==> src/rtl/led_pkg.sv <==
// Shared types and LED decode helpers for the LED bar counter.
// Latency: n/a (types and pure functions only).
// Backpressure: n/a.
//
// Contents: FSM state enum, thermometer decode (count -> bar), one-hot
// decode (peak -> marker, all zero for 0). The decoders return MAX_W bits;
// callers slice the low DATA_W bits, so DATA_W must stay below MAX_W.
package led_pkg;

    typedef enum logic [1:0] {
        IDLE  = 2'd0,
        SHIFT = 2'd1,
        DONE  = 2'd2
    } state_t;

    localparam int MAX_W = 64;

    // Bit i set iff i < count.
    function automatic logic [MAX_W-1:0] therm_decode(input int unsigned count);
        logic [MAX_W-1:0] r;
        r = '0;
        for (int unsigned i = 0; i < MAX_W; i++) begin
            r[i] = (i < count);
        end
        return r;
    endfunction

    // Single bit at position peak-1; zero when peak is 0.
    function automatic logic [MAX_W-1:0] onehot_decode(input int unsigned peak);
        logic [MAX_W-1:0] r;
        r = '0;
        for (int unsigned i = 0; i < MAX_W; i++) begin
            r[i] = ((i + 1) == peak);
        end
        return r;
    endfunction

endpackage

==> src/rtl/led_bar_counter_if.sv <==
// Handshake and LED bundle between the sample source/consumer and the counter.
// Latency: n/a (wiring only).
// Backpressure: in_ready/out_ready carry the valid/ready stalls both ways.
//
// master: the environment (drives in_valid, in_data, out_ready).
// slave:  the counter (drives in_ready, out_valid, out_count, led, peak_led).
interface led_bar_counter_if #(
    parameter int DATA_W = 6
);
    localparam int CNT_W = $clog2(DATA_W + 1);

    logic              in_valid;
    logic              in_ready;
    logic [DATA_W-1:0] in_data;
    logic              out_valid;
    logic              out_ready;
    logic [CNT_W-1:0]  out_count;
    logic [DATA_W-1:0] led;
    logic [DATA_W-1:0] peak_led;

    modport master (
        output in_valid, in_data, out_ready,
        input  in_ready, out_valid, out_count, led, peak_led
    );

    modport slave (
        input  in_valid, in_data, out_ready,
        output in_ready, out_valid, out_count, led, peak_led
    );

endinterface

==> src/rtl/led_peak_hold.sv <==
// Peak tracker: holds the largest recent count, decaying one step per HOLD_CYC clocks.
// Latency: a qualifying update lands on the same edge it is presented.
// Backpressure: none; it sees every update and always keeps decaying.
//
// Ports: clk, rst (async, active-high), upd_valid/upd_count (new completed
// count), peak (current held value).
module led_peak_hold #(
    parameter int DATA_W   = 6,
    parameter int HOLD_CYC = 1000,
    localparam int CNT_W   = $clog2(DATA_W + 1)
) (
    input  logic             clk,
    input  logic             rst,
    input  logic             upd_valid,
    input  logic [CNT_W-1:0] upd_count,
    output logic [CNT_W-1:0] peak
);
    // One extra bit so HOLD_CYC=1 still gets a legal, nonzero width.
    localparam int TMR_W = $clog2(HOLD_CYC + 1);

    logic [TMR_W-1:0] timer;

    always_ff @(posedge clk or posedge rst) begin
        if (rst) begin
            peak  <= '0;
            timer <= '0;
        end else if (upd_valid && (upd_count >= peak)) begin
            // A new (or equal) peak wins over any decay due this cycle.
            peak  <= upd_count;
            timer <= '0;
        end else if (peak == '0) begin
            timer <= '0;
        end else if (timer == TMR_W'(HOLD_CYC - 1)) begin
            peak  <= peak - 1'b1;
            timer <= '0;
        end else begin
            timer <= timer + 1'b1;
        end
    end

endmodule

==> src/rtl/led_bar_counter.sv <==
// Serial popcount of a DATA_W-bit word driving a thermometer LED bar and peak marker.
// Latency: DATA_W+1 clocks from the accepting cycle to the first out_valid cycle.
// Backpressure: holds out_valid in DONE until out_ready; no new word taken until then.
//
// Ports: clk, rst (async, active-high), bus (slave side of led_bar_counter_if):
// in_valid/in_ready/in_data, out_valid/out_ready/out_count, led, peak_led.
module led_bar_counter
    import led_pkg::*;
#(
    parameter int DATA_W   = 6,
    parameter int HOLD_CYC = 1000
) (
    input  logic               clk,
    input  logic               rst,
    led_bar_counter_if.slave   bus
);
    localparam int CNT_W = $clog2(DATA_W + 1);

    state_t            state, state_nxt;
    logic [DATA_W-1:0] shreg;
    logic [CNT_W-1:0]  cnt;
    logic [CNT_W-1:0]  idx;
    logic [CNT_W-1:0]  cnt_final;
    logic [CNT_W-1:0]  out_count_q;
    logic [DATA_W-1:0] led_q;
    logic [CNT_W-1:0]  peak;
    logic              accept;
    logic              last_shift;
    logic [MAX_W-1:0]  therm_full;
    logic [MAX_W-1:0]  onehot_full;
    logic              unused_decode_bits;

    assign accept     = (state == IDLE) && bus.in_valid;
    assign last_shift = (state == SHIFT) && (idx == CNT_W'(DATA_W - 1));
    // Count including the bit consumed on the final shift edge, so the
    // result registers on the same edge the FSM enters DONE.
    assign cnt_final  = cnt + CNT_W'(shreg[0]);

    // ---------------- FSM ----------------
    always_ff @(posedge clk or posedge rst) begin
        if (rst) begin
            state <= IDLE;
        end else begin
            state <= state_nxt;
        end
    end

    always_comb begin
        state_nxt = state;
        case (state)
            IDLE:    if (bus.in_valid)  state_nxt = SHIFT;
            SHIFT:   if (last_shift)    state_nxt = DONE;
            DONE:    if (bus.out_ready) state_nxt = IDLE;
            default:                    state_nxt = IDLE;
        endcase
    end

    // ---------------- shift / count datapath ----------------
    // Always runs the full DATA_W shifts so latency never depends on data.
    always_ff @(posedge clk or posedge rst) begin
        if (rst) begin
            shreg <= '0;
            cnt   <= '0;
            idx   <= '0;
        end else if (accept) begin
            shreg <= bus.in_data;
            cnt   <= '0;
            idx   <= '0;
        end else if (state == SHIFT) begin
            shreg <= shreg >> 1;
            cnt   <= cnt_final;
            idx   <= idx + 1'b1;
        end
    end

    // ---------------- result and bar registers ----------------
    assign therm_full = therm_decode(32'(cnt_final));

    always_ff @(posedge clk or posedge rst) begin
        if (rst) begin
            out_count_q <= '0;
            led_q       <= '0;
        end else if (last_shift) begin
            out_count_q <= cnt_final;
            led_q       <= therm_full[DATA_W-1:0];
        end
    end

    led_peak_hold #(
        .DATA_W   (DATA_W),
        .HOLD_CYC (HOLD_CYC)
    ) u_peak (
        .clk       (clk),
        .rst       (rst),
        .upd_valid (last_shift),
        .upd_count (cnt_final),
        .peak      (peak)
    );

    // Marker decoded from the registered peak only.
    assign onehot_full = onehot_decode(32'(peak));

    // Decoders are MAX_W wide; only the low DATA_W bits drive pins.
    assign unused_decode_bits = ^{therm_full[MAX_W-1:DATA_W], onehot_full[MAX_W-1:DATA_W]};

    assign bus.in_ready  = (state == IDLE);
    assign bus.out_valid = (state == DONE);
    assign bus.out_count = out_count_q;
    assign bus.led       = led_q;
    assign bus.peak_led  = onehot_full[DATA_W-1:0];

endmodule

==> src/flat_wrapper.sv <==
// flat-port wrapper written by rule: the top's interface ports become plain ports
module led_bar_counter_flat import led_pkg::*;
#(
    parameter int DATA_W   = 6,
    parameter int HOLD_CYC = 1000
)
  (clk, rst, bus_in_valid, bus_in_data, bus_out_ready, bus_in_ready, bus_out_valid, bus_out_count, bus_led, bus_peak_led);
  led_bar_counter_if #(.DATA_W(DATA_W)) bus_i ();
  input  logic clk;
  input  logic rst;
  input wire logic [$bits(bus_i.in_valid)-1:0] bus_in_valid;
  input wire logic [$bits(bus_i.in_data)-1:0] bus_in_data;
  input wire logic [$bits(bus_i.out_ready)-1:0] bus_out_ready;
  output wire logic [$bits(bus_i.in_ready)-1:0] bus_in_ready;
  output wire logic [$bits(bus_i.out_valid)-1:0] bus_out_valid;
  output wire logic [$bits(bus_i.out_count)-1:0] bus_out_count;
  output wire logic [$bits(bus_i.led)-1:0] bus_led;
  output wire logic [$bits(bus_i.peak_led)-1:0] bus_peak_led;
  assign bus_i.in_valid = bus_in_valid;
  assign bus_i.in_data = bus_in_data;
  assign bus_i.out_ready = bus_out_ready;
  assign bus_in_ready = bus_i.in_ready;
  assign bus_out_valid = bus_i.out_valid;
  assign bus_out_count = bus_i.out_count;
  assign bus_led = bus_i.led;
  assign bus_peak_led = bus_i.peak_led;
  led_bar_counter #(.DATA_W(DATA_W), .HOLD_CYC(HOLD_CYC)) u_core (.clk(clk), .rst(rst), .bus(bus_i));
endmodule
==> config.mk <==
export PLATFORM = sky130hd
export DESIGN_NAME = led_bar_counter_flat
export DESIGN_NICKNAME = d
export VERILOG_FILES = /design/src/rtl/led_pkg.sv /design/src/rtl/led_bar_counter_if.sv /design/src/rtl/led_peak_hold.sv /design/src/rtl/led_bar_counter.sv /design/src/flat_wrapper.sv
export SDC_FILE = /design/constraint.sdc
export NUM_CORES = 1
export LEC_CHECK = 0
export ABC_AREA = 1
export BUFFER_PORTS_ARGS = -buffer_cell sky130_fd_sc_hd__buf_4
export CORE_UTILIZATION = 45
export DETAILED_ROUTE_END_ITERATION = 10
export PLACE_DENSITY = 0.73
export SLEW_MARGIN = 5
export SYNTH_ARGS = -nofsm -noshare
export SYNTH_HDL_FRONTEND = slang
export SYNTH_SLANG_ARGS = --single-unit
==> constraint.sdc <==
create_clock -name clk -period 2.9 [get_ports clk]
set_clock_uncertainty 0.2 [all_clocks]
set_input_delay 0.58 -clock clk [delete_from_list [all_inputs] [get_ports clk]]
set_output_delay 0.58 -clock clk [all_outputs]
set_load 0.02 [all_outputs]
# Word level (Yosys, flattened, before mapping)
# Index checks and enable logic that the tools add are counted.
classes:
  n_lt_le_gt_ge: 7
  n_addsub: 4
  n_reduce_logical: 9
  eq_ne: 14
  n_mux: 16
ops:
  columns: ["op", "count"]
  rows:
  - ["10-bit 2-to-1 mux", 3]
  - ["3-bit 2-to-1 mux", 7]
  - ["6-bit 2-to-1 mux", 2]
  - ["10-bit by 1-bit adder with 10-bit output (second input constant)", 1]
  - ["10-bit == test (second input constant)", 1]
  - ["3-bit == test (first input constant)", 3]
  - ["2-bit != test (second input constant)", 4]
  - ["2-bit by 3-bit == test with 1-bit output (first input constant)", 2]
  - ["1-bit by 3-bit < comparator with 1-bit output (first input constant)", 2]
  - ["2-bit by 3-bit < comparator with 1-bit output (first input constant)", 2]
  - ["3-bit < comparator (first input constant)", 2]
  - ["2-bit 2-to-1 mux", 3]
  - ["2-bit case mux with 3 select lines", 1]
  - ["2-bit nonzero test", 2]
  - ["3-bit by 1-bit adder with 3-bit output", 1]
  - ["3-bit by 1-bit adder with 3-bit output (second input constant)", 1]
  - ["1-bit by 3-bit == test with 1-bit output (first input constant)", 1]
  - ["3-bit == test (second input constant)", 1]
  - ["3-bit >= comparator", 1]
  - ["1-bit logical AND", 3]
  - ["3-bit logical NOT", 1]
  - ["3-bit AND reduction", 1]
  - ["3-bit by 1-bit subtractor with 3-bit output (second input constant)", 1]
  - ["2-bit by 1-bit == test with 1-bit output (second input constant)", 1]
  - ["other kinds (3)", 3]
word_totals:
  reg_bits: 36
  elab_cells: 58
  in_bits: 10
  out_inout_bits: 17

# Depth between registers and ports, before layout
# Gate-level depths: netlist of the first run.
logic_depth:
  ltp_word: 5
  depth_mapped: 16
  depth_no_buf: 16

# Cells and area by module
# From an unflattened synthesis of the first run, not the netlist that was laid out.
hier_totals:
  hier_cells: 221
  hier_area_um2: 1848.0
modules_own_cells:
  columns: ["module", "cells_each", "seq_area_each_um2", "instances", "area_per_inst_um2"]
  rows:
  - ["led_bar_counter", 117, 550.5, 1, 1028.5]
  - ["led_peak_hold", 104, 325.3, 1, 819.5]

# Worst setup path before layout of the first run
# Ideal clock, no wire load.
synth_path:
  path_kind: "register to register"
  from: "reg u_core.cnt[0]"
  to: "reg u_core.u_peak.timer[8]"
  setup_time_ns: 0.075
  path_slack_ns: 0.762
  path_stages_with_launch: 13
  period_less_slack_ns: 2.138
  path_buffers: 0
  t_required_ns: 2.625
  arrival_time_ns: 1.863
  path_cell_list: "dfrtp_1 > ha_1 > ha_1 > inv_1 > nand2_1 > nand2_1 > inv_1 > ha_1 > a21oi_1 > nand2_2 > nand2_4 > nand3_4 > a21oi_2"
synth_via:
  elab_chain_cells: 4
synth_lines:
  columns: ["item", "line", "rtl"]
  rows:
  - ["start, declared", "led_bar_counter.sv:21", "logic [CNT_W-1:0] cnt;"]
  - ["start signal, assigned", "led_bar_counter.sv:71", "cnt <= cnt_final;"]
  - ["3-bit by 1-bit adder with 3-bit output", "led_bar_counter.sv:37", "assign cnt_final = cnt + CNT_W'(shreg[0]);"]
  - ["net u_core.cnt_final[2]", "led_bar_counter.sv:23", "logic [CNT_W-1:0] cnt_final;"]
  - ["3-bit >= comparator", "led_peak_hold.sv:27", "end else if (upd_valid && (upd_count >= peak)) begin"]
  - ["1-bit logical AND", "led_peak_hold.sv:27", null]
  - ["10-bit 2-to-1 mux", "led_peak_hold.sv:27", null]
  - ["end signal, assigned", "led_peak_hold.sv:37", "timer <= timer + 1'b1;"]
  - ["end, declared", "led_peak_hold.sv:21", "logic [TMR_W-1:0] timer;"]
# The timed path passes the listed nets, and every way through them passes these cells.
# A chain may end at the register's enable or synchronous reset.

# Worst setup path in the final report of the first run
# Same ends and word-level chain as after synthesis.

==> results of run 1 <==
## cell type report
type	instances	area share [%]
well taps	50	2.74
inverters	38	6.25
flip-flops and latches	35	38.4
clock inverters	1	0.329
clock buffers	7	4.22
multi-input cells	156	39.2
repair buffers	27	8.89
## kinds of logic (layout without fill, tap and decap cells)
family	count (synthesis)	in the layout
simple gates	117	117
buf+inv	42	73
flops	35	35
compound gates	23	23
fa+ha+maj	13	13
xor+xnor	3	3
## sequential cells by signal (all words and copies together), names as in the netlist
register / flops
u_core.idx: 3
u_core.bus.out_count: 2
u_core.shreg: 6
u_core.u_peak.peak: 3
u_core.state: 2
u_core.cnt: 3
u_core.bus.led: 6
u_core.u_peak.timer: 10
## power by group through the flow
stage / clock, W / sequential (W) / combinational, W
after global routing: 0.000411 / 0.000809 / 0.00128
after floorplan: 0 / 0.000814 / 0.000840
after CTS: 0.000397 / 0.000790 / 0.00113
final: 0.000384 / 0.000788 / 0.00111
after detailed placement: 0 / 0.000797 / 0.00112
after global placement: 0 / 0.000792 / 0.00110
## final timing paths
path	endpoint	start	depth (start not counted)	slack [ps]
max	u_core.u_peak.timer[8]	u_core.cnt[0]	12	590
min	u_core.cnt[0]	rst	3	180
max reg2reg	u_core.u_peak.timer[8]	u_core.cnt[0]	12	590
min reg2reg	u_core.bus.out_count[0]	u_core.bus.out_count[0]	2	280
max in group asynchronous	u_core.u_peak.peak[1]	rst	3	2010
min in group clk	u_core.state[1]	bus_out_ready	2	260
## layer usage
layer	track usage (%)	share of wire [%]
met5	0	0
met4	7.18	2.1
met3	5.07	3.6
met2	21.9	44
met1	20.3	50
## metrics by stage
step	total power, W	instances	cell area (um2)	hold slack (ps)	setup WS (ps)
2_1_floorplan	0.00165	233	1940	265	762
3_3_place_gp	0.00189	306	2180	259	668
3_5_place_dp	0.00192	306	2180	269	588
4_1_cts	0.00231	314	2280	191	575
5_1_grt	0.00250	314	2280	220	403
6_report	0.00228	314	2280	180	589
## critical path, cell delays in order, from the launching register on
cell and delay, ps:
sky130_fd_sc_hd__dfrtp_1 380, sky130_fd_sc_hd__ha_1 200, sky130_fd_sc_hd__ha_1 190, sky130_fd_sc_hd__inv_1 50, sky130_fd_sc_hd__nand2_1 40, sky130_fd_sc_hd__nand2_1 110
sky130_fd_sc_hd__inv_1 60, sky130_fd_sc_hd__ha_1 280, sky130_fd_sc_hd__a21oi_1 160, sky130_fd_sc_hd__nand2_2 110, sky130_fd_sc_hd__nand2_4 120, sky130_fd_sc_hd__nand3_4 180
sky130_fd_sc_hd__a21oi_2 150
## layout by cell type, fill, tap and decap left out, drive strengths merged
master and n:
o22ai 2, buf 27, o21bai 1, nor2 25, o221ai 2, o211ai 2, nand2 73, o21ai 10
a21oi 4, a22oi 1, nor3 2, nand3b 1, xor2 2, clkinvlp 1, dfrtp 35, o31ai 1
xnor2 1, inv 38, clkbuf 7, nand4 3, nand3 13, ha 13
==> flow_summary.ini, run 1 <==
[final_layout]
post-route-util_pct = 55.8
fillCellCount = 402
finish.net_count = 286
antenna_cells_inserted = 0
syn_to_final_growth_pct = 17.4
multi_input_area_um2 = 893
drive_above_1_share_pct = 23.9
regArea_um2 = 876

[die]
num_rows = 23
chipHeight_um = 67.7
area_of_the_core_um2 = 4090
start_util_pct = 47.6
top_level_ports = 27
design.die.area_um2 = 4580
die_width_um = 67.7

[setup_path]
startpoint_class = register
critPathMaxFanout = 10
timing.setup.critical_path_class = reg -> reg
end_kind = register
timing.critical_path.arrival_ps = 2320
timing.critical_path.required_ps = 2910

[clock_network]
postCtsHoldBufs = 0
numClockSinks = 35
cts_made_buffers = 5
worst_setup_hold_path_clk_slew_ps = 70
htree_levels = 2
post_cts.resized_instances = 0
cts_root_buf = sky130_fd_sc_hd__clkbuf_8
cts_tree = built
post-cts-setup-buffer-count = 0
cts.path.max_buffers = 2
clock_insertion_delay_worst_skew_ps = 290

[synth]
synth.top_cell.area_share_pct = 45.1
synth_most_common_cell = sky130_fd_sc_hd__nand2_1
number_of_nets_in_the_synthesized_netlist = 256
post_synth_xor_area_fraction_pct = 1.35
synth_top_family_by_area = simple AND/OR/NAND/NOR gates
warnings_synthesis = 0
syn_area_per_cell_um2 = 8.34
post_synth_top_area_cell = sky130_fd_sc_hd__dfrtp_1
yosysSeqAreaShare_pct = 45.1
synth_top_flop_cell = sky130_fd_sc_hd__dfrtp_1
number_of_synthesized_flops_with_an_enable_pin = 0
yosys_register_bits = 35
post_synth_inst_count = 233
synth_simple_gate_area_share_pct = 29.0
synth_top_cells_by_area = sky130_fd_sc_hd__dfrtp_1, sky130_fd_sc_hd__nand2_1, sky130_fd_sc_hd__ha_1, sky130_fd_sc_hd__inv_1, sky130_fd_sc_hd__nor2_2
synth.cells.most_frequent = sky130_fd_sc_hd__nand2_1, sky130_fd_sc_hd__dfrtp_1, sky130_fd_sc_hd__inv_1, sky130_fd_sc_hd__ha_1, sky130_fd_sc_hd__nor2_1
synth-async-reset-ratio_pct = 100
synth_area_in_compound_gates_pct = 7.28
synth-adder-area-share_pct = 8.37
yosys.cell_types.count = 32
post_synthesis_instance_area_um2 = 1940
synthMuxAreaShare_pct = 0

[place]
number_of_buffers_inserted_by_port_buffering = 26
dp.final_hpwl_mm = 2.40
gp_routability_congestion = 0.788

[pwr]
power.density_nw_per_um2 = 1000
share_seq_of_total_power_pct = 34.5
ir_worst_vdd_mv = 0.362
cell_internal_pwr_w = 0.00129
combinationalPowerShare_pct = 48.7
p_leak_nw = 1.21
clock_power_share_pct = 16.8
switching_share_of_power_pct = 43.4
p_sw_w = 0.000991

[detailed_routing]
vias = 1494
viasPerCell = 4.76
postRouteWirelength_mm = 3.17
route.antenna.remaining_nets = 0
routedWlPerCell_um = 10.1
dr.pass1.iters = 4
post-route-drc-count = 0
detailedRoute.firstIterationViolations = 64

[global_routing]
grt_util_all_layers_pct = 15.2
grt_pass1_wl_mm = 5.02
grt_max_degree = 36
grt_pass1_vias = 1222
antenna_found_initial = 0
globalRouteOverflowTotal = 0

[timing]
rsz0062_at_grt = false
final_hold_viol_count = 0
maxSlewViolCount = 0
tightestPinTransition_ps = 427
period_minus_slack_ps = 2310
tcrit_tclk_final_pct = 79.7
maxSlewHeadroom_pct = 71.6
final_total_negative_setup_slack_ps = 0
finalSetupViolations = 0
max_freq_mhz = 433

[hold_path]
timing.hold.worst.class = in -> async

[status]
outcome = complete, no violations

[run]
drv_cap = 0
Note: power is estimated with default switching activity, not from simulation.
==> run 2: changes to the inputs <==
ABC_AREA = 0   (was 1)
clock period = 2.3 ns   (was 2.9 ns; I/O delays follow)
==> run 2 against run 1 <==
  * Power rose by 33%
  * Critical endpoint is now u_core.u_peak.peak[1]
  * Maximum frequency rose by 2.8%
  * Via count fell by 6.7%
  * Largest cell class unchanged
  * Hold slack got worse by 110 ps
  * Highest routed layer unchanged
==> flow_summary.ini, run 2 <==
[status]
outcome = complete, no violations

[detailed_routing]
dr.pass1.iters = 6
viasPerCell = 5.03
route.antenna.remaining_nets = 0
postRouteWirelength_mm = 3.56
vias = 1394
detailedRoute.firstIterationViolations = 36
routedWlPerCell_um = 12.8
post-route-drc-count = 0

[setup_path]
end_kind = register
timing.critical_path.required_ps = 2280
timing.setup.critical_path_class = reg -> reg
rr_endpoint = u_core.u_peak.peak[1]
regToRegSetupSlack_ps = 50
startpoint_class = register
critical_path.reg2reg.startpoint = u_core.shreg[0]
critPathMaxFanout = 3
r2r_cells = 7
timing.critical_path.arrival_ps = 2220

[die]
design.die.area_um2 = 4440
num_rows = 23
start_util_pct = 47.0
die_width_um = 66.7
top_level_ports = 27
area_of_the_core_um2 = 4000
chipHeight_um = 66.7

[place]
dpl_worst_slack_ps = -1.61
gp_routability_congestion = 0.841
dp.final_hpwl_mm = 2.50
post_place_cells = 265
number_of_buffers_inserted_by_port_buffering = 26

[synth]
number_of_synthesized_flops_with_an_enable_pin = 0
synth.cells.most_frequent = sky130_fd_sc_hd__dfrtp_1, sky130_fd_sc_hd__nand2_1, sky130_fd_sc_hd__o21ai_0, sky130_fd_sc_hd__nor3_1, sky130_fd_sc_hd__ha_1
post_synth_inst_count = 184
synth_most_common_cell = sky130_fd_sc_hd__dfrtp_1
synth_top_cells_by_area = sky130_fd_sc_hd__dfrtp_1, sky130_fd_sc_hd__ha_1, sky130_fd_sc_hd__o21ai_0, sky130_fd_sc_hd__nand2_1, sky130_fd_sc_hd__nor3_1
post_synthesis_instance_area_um2 = 1880
yosysSeqAreaShare_pct = 46.5
syn_area_per_cell_um2 = 10.2
yosys_register_bits = 35
synth_top_flop_cell = sky130_fd_sc_hd__dfrtp_1
synth.top_cell.area_share_pct = 46.5
post_synth_top_area_cell = sky130_fd_sc_hd__dfrtp_1
number_of_nets_in_the_synthesized_netlist = 207
warnings_synthesis = 0
yosys.cell_types.count = 37
synth-async-reset-ratio_pct = 100

[timing]
period_minus_slack_ps = 2250
setup_slack_ps = 51.4
finalSetupViolations = 0
maxSlewHeadroom_pct = 71.2
tightestPinTransition_ps = 432
final.hold.worst_slack_ps = 66.0
final_hold_viol_count = 0
final_total_negative_setup_slack_ps = 0
max_freq_mhz = 445
maxSlewViolCount = 0
tcrit_tclk_final_pct = 97.8

[clock_network]
cts_made_buffers = 5
cts.path.max_buffers = 2
htree_levels = 2
postCtsHoldBufs = 0
clock_insertion_delay_worst_skew_ps = 290
worst_setup_hold_path_clk_slew_ps = 70
cts_root_buf = sky130_fd_sc_hd__clkbuf_8
cts_tree = built
numClockSinks = 35

[final_layout]
finish.net_count = 249
syn_to_final_growth_pct = 27.0
layout.cells.most_common_list = sky130_fd_sc_hd__buf_4, sky130_fd_sc_hd__dfrtp_1, sky130_fd_sc_hd__nand2_1
drive_above_1_share_pct = 28.6
most_frequent_standard_cell_in_the_layout_excluding_fill_and_tap_cells = sky130_fd_sc_hd__buf_4
largest-register = u_core.u_peak.timer
antenna_cells_inserted = 0
layoutNonFillerInstCount = 277
largest_register_ff_count = 10

[pwr]
totalPowerFinal_w = 0.00305
power.density_nw_per_um2 = 1270
p_leak_nw = 1.14
ir_worst_vdd_mv = 0.659

[global_routing]
globalRouteOverflowTotal = 0
antenna_found_initial = 0
grt_max_degree = 36
grt_pass1_wl_mm = 6.01
grt_util_all_layers_pct = 18.7
grt_pass1_vias = 1300

[run]
drv_cap = 0

[hold_path]
timing.hold.worst.class = in -> async
[run 2: area by class of cell]
class	instances	area [um2]
inverter	7	26.3
sequential	35	876
timing repair buffer	42	315
clock buffer	5	68.8
tap	50	62.6
clock inverter	3	43.8
fill	350	1610
multi-input combinational	135	997
[run 2: critical path: stages, from the launching register on]
cell	delay [ps]
sky130_fd_sc_hd__dfrtp_1	390
sky130_fd_sc_hd__ha_1	300
sky130_fd_sc_hd__inv_1	50
sky130_fd_sc_hd__ha_1	260
sky130_fd_sc_hd__nand2b_1	180
sky130_fd_sc_hd__a211oi_4	260
sky130_fd_sc_hd__or2_4	190
sky130_fd_sc_hd__mux2_4	290
[run 2: how the worst max path moves through the flow]
| stage | cells after the start | start | slack [ps] | end |
|---|---|---|---|---|
| 2_1_floorplan | 6 | u_core.cnt[0] | 6 | u_core.u_peak.peak[1] |
| 3_3_place_gp | 7 | u_core.shreg[0] | 40 | u_core.u_peak.peak[1] |
| 3_5_place_dp | 7 | u_core.shreg[0] | -2 | u_core.u_peak.peak[1] |
| 4_1_cts | 7 | u_core.shreg[0] | 20 | u_core.u_peak.peak[1] |
| 5_1_grt | 7 | u_core.shreg[0] | -20 | u_core.u_peak.peak[1] |
| 6_report | 7 | u_core.shreg[0] | 50 | u_core.u_peak.peak[1] |
[run 2: logic make-up (layout without fill, tap and decap cells)]
| logic type | count (synthesis) | after routing | synth area share (%) |
|---|---|---|---|
| AOI/OAI and AO/OA | 35 | 35 | 12.1 |
| xor gates and xnor gates | 10 | 10 | 4.65 |
| adders and majority gates | 13 | 13 | 8.64 |
| buffers and inverters | 14 | 57 | 2.99 |
| DFF | 35 | 35 | 46.5 |
| muxes | 5 | 5 | 3.06 |
| and+or+nand+nor | 72 | 72 | 22.0 |
[run 2: through the flow]
step	utilization, %	cell area, um2
finish	59.7	2390
detailed placement	55.2	2210
global route	59.7	2390
floorplan	-	1890
global placement	55.2	2210
CTS	58.5	2340
[run 2: repair_timing]
item | CTS | global route
resized for setup | 2 | 4
pin swaps | 2 | 3
setup endpoints to repair | 1 | 12
hold endpoints to repair | 0 | 0
buffers inserted | 2 | 2
[run 2: power breakdown]
group          internal [W]  switching (W)
Sequential         0.000823       0.000193
Clock              0.000322       0.000226
Combinational      0.000742       0.000740
Total               0.00189        0.00116
[run 2: layer usage]
layer | wire length, um | global-route usage, % | vias to the layer above | part of all wire [%]
met5 | 0 | 0 | - | 0
met3 | 103 | 5.48 | 4 | 2.9
li1 | - | - | 716 | -
met4 | 63 | 9.04 | 0 | 1.8
met1 | 1710 | 25.6 | 649 | 48
met2 | 1680 | 26.9 | 25 | 47
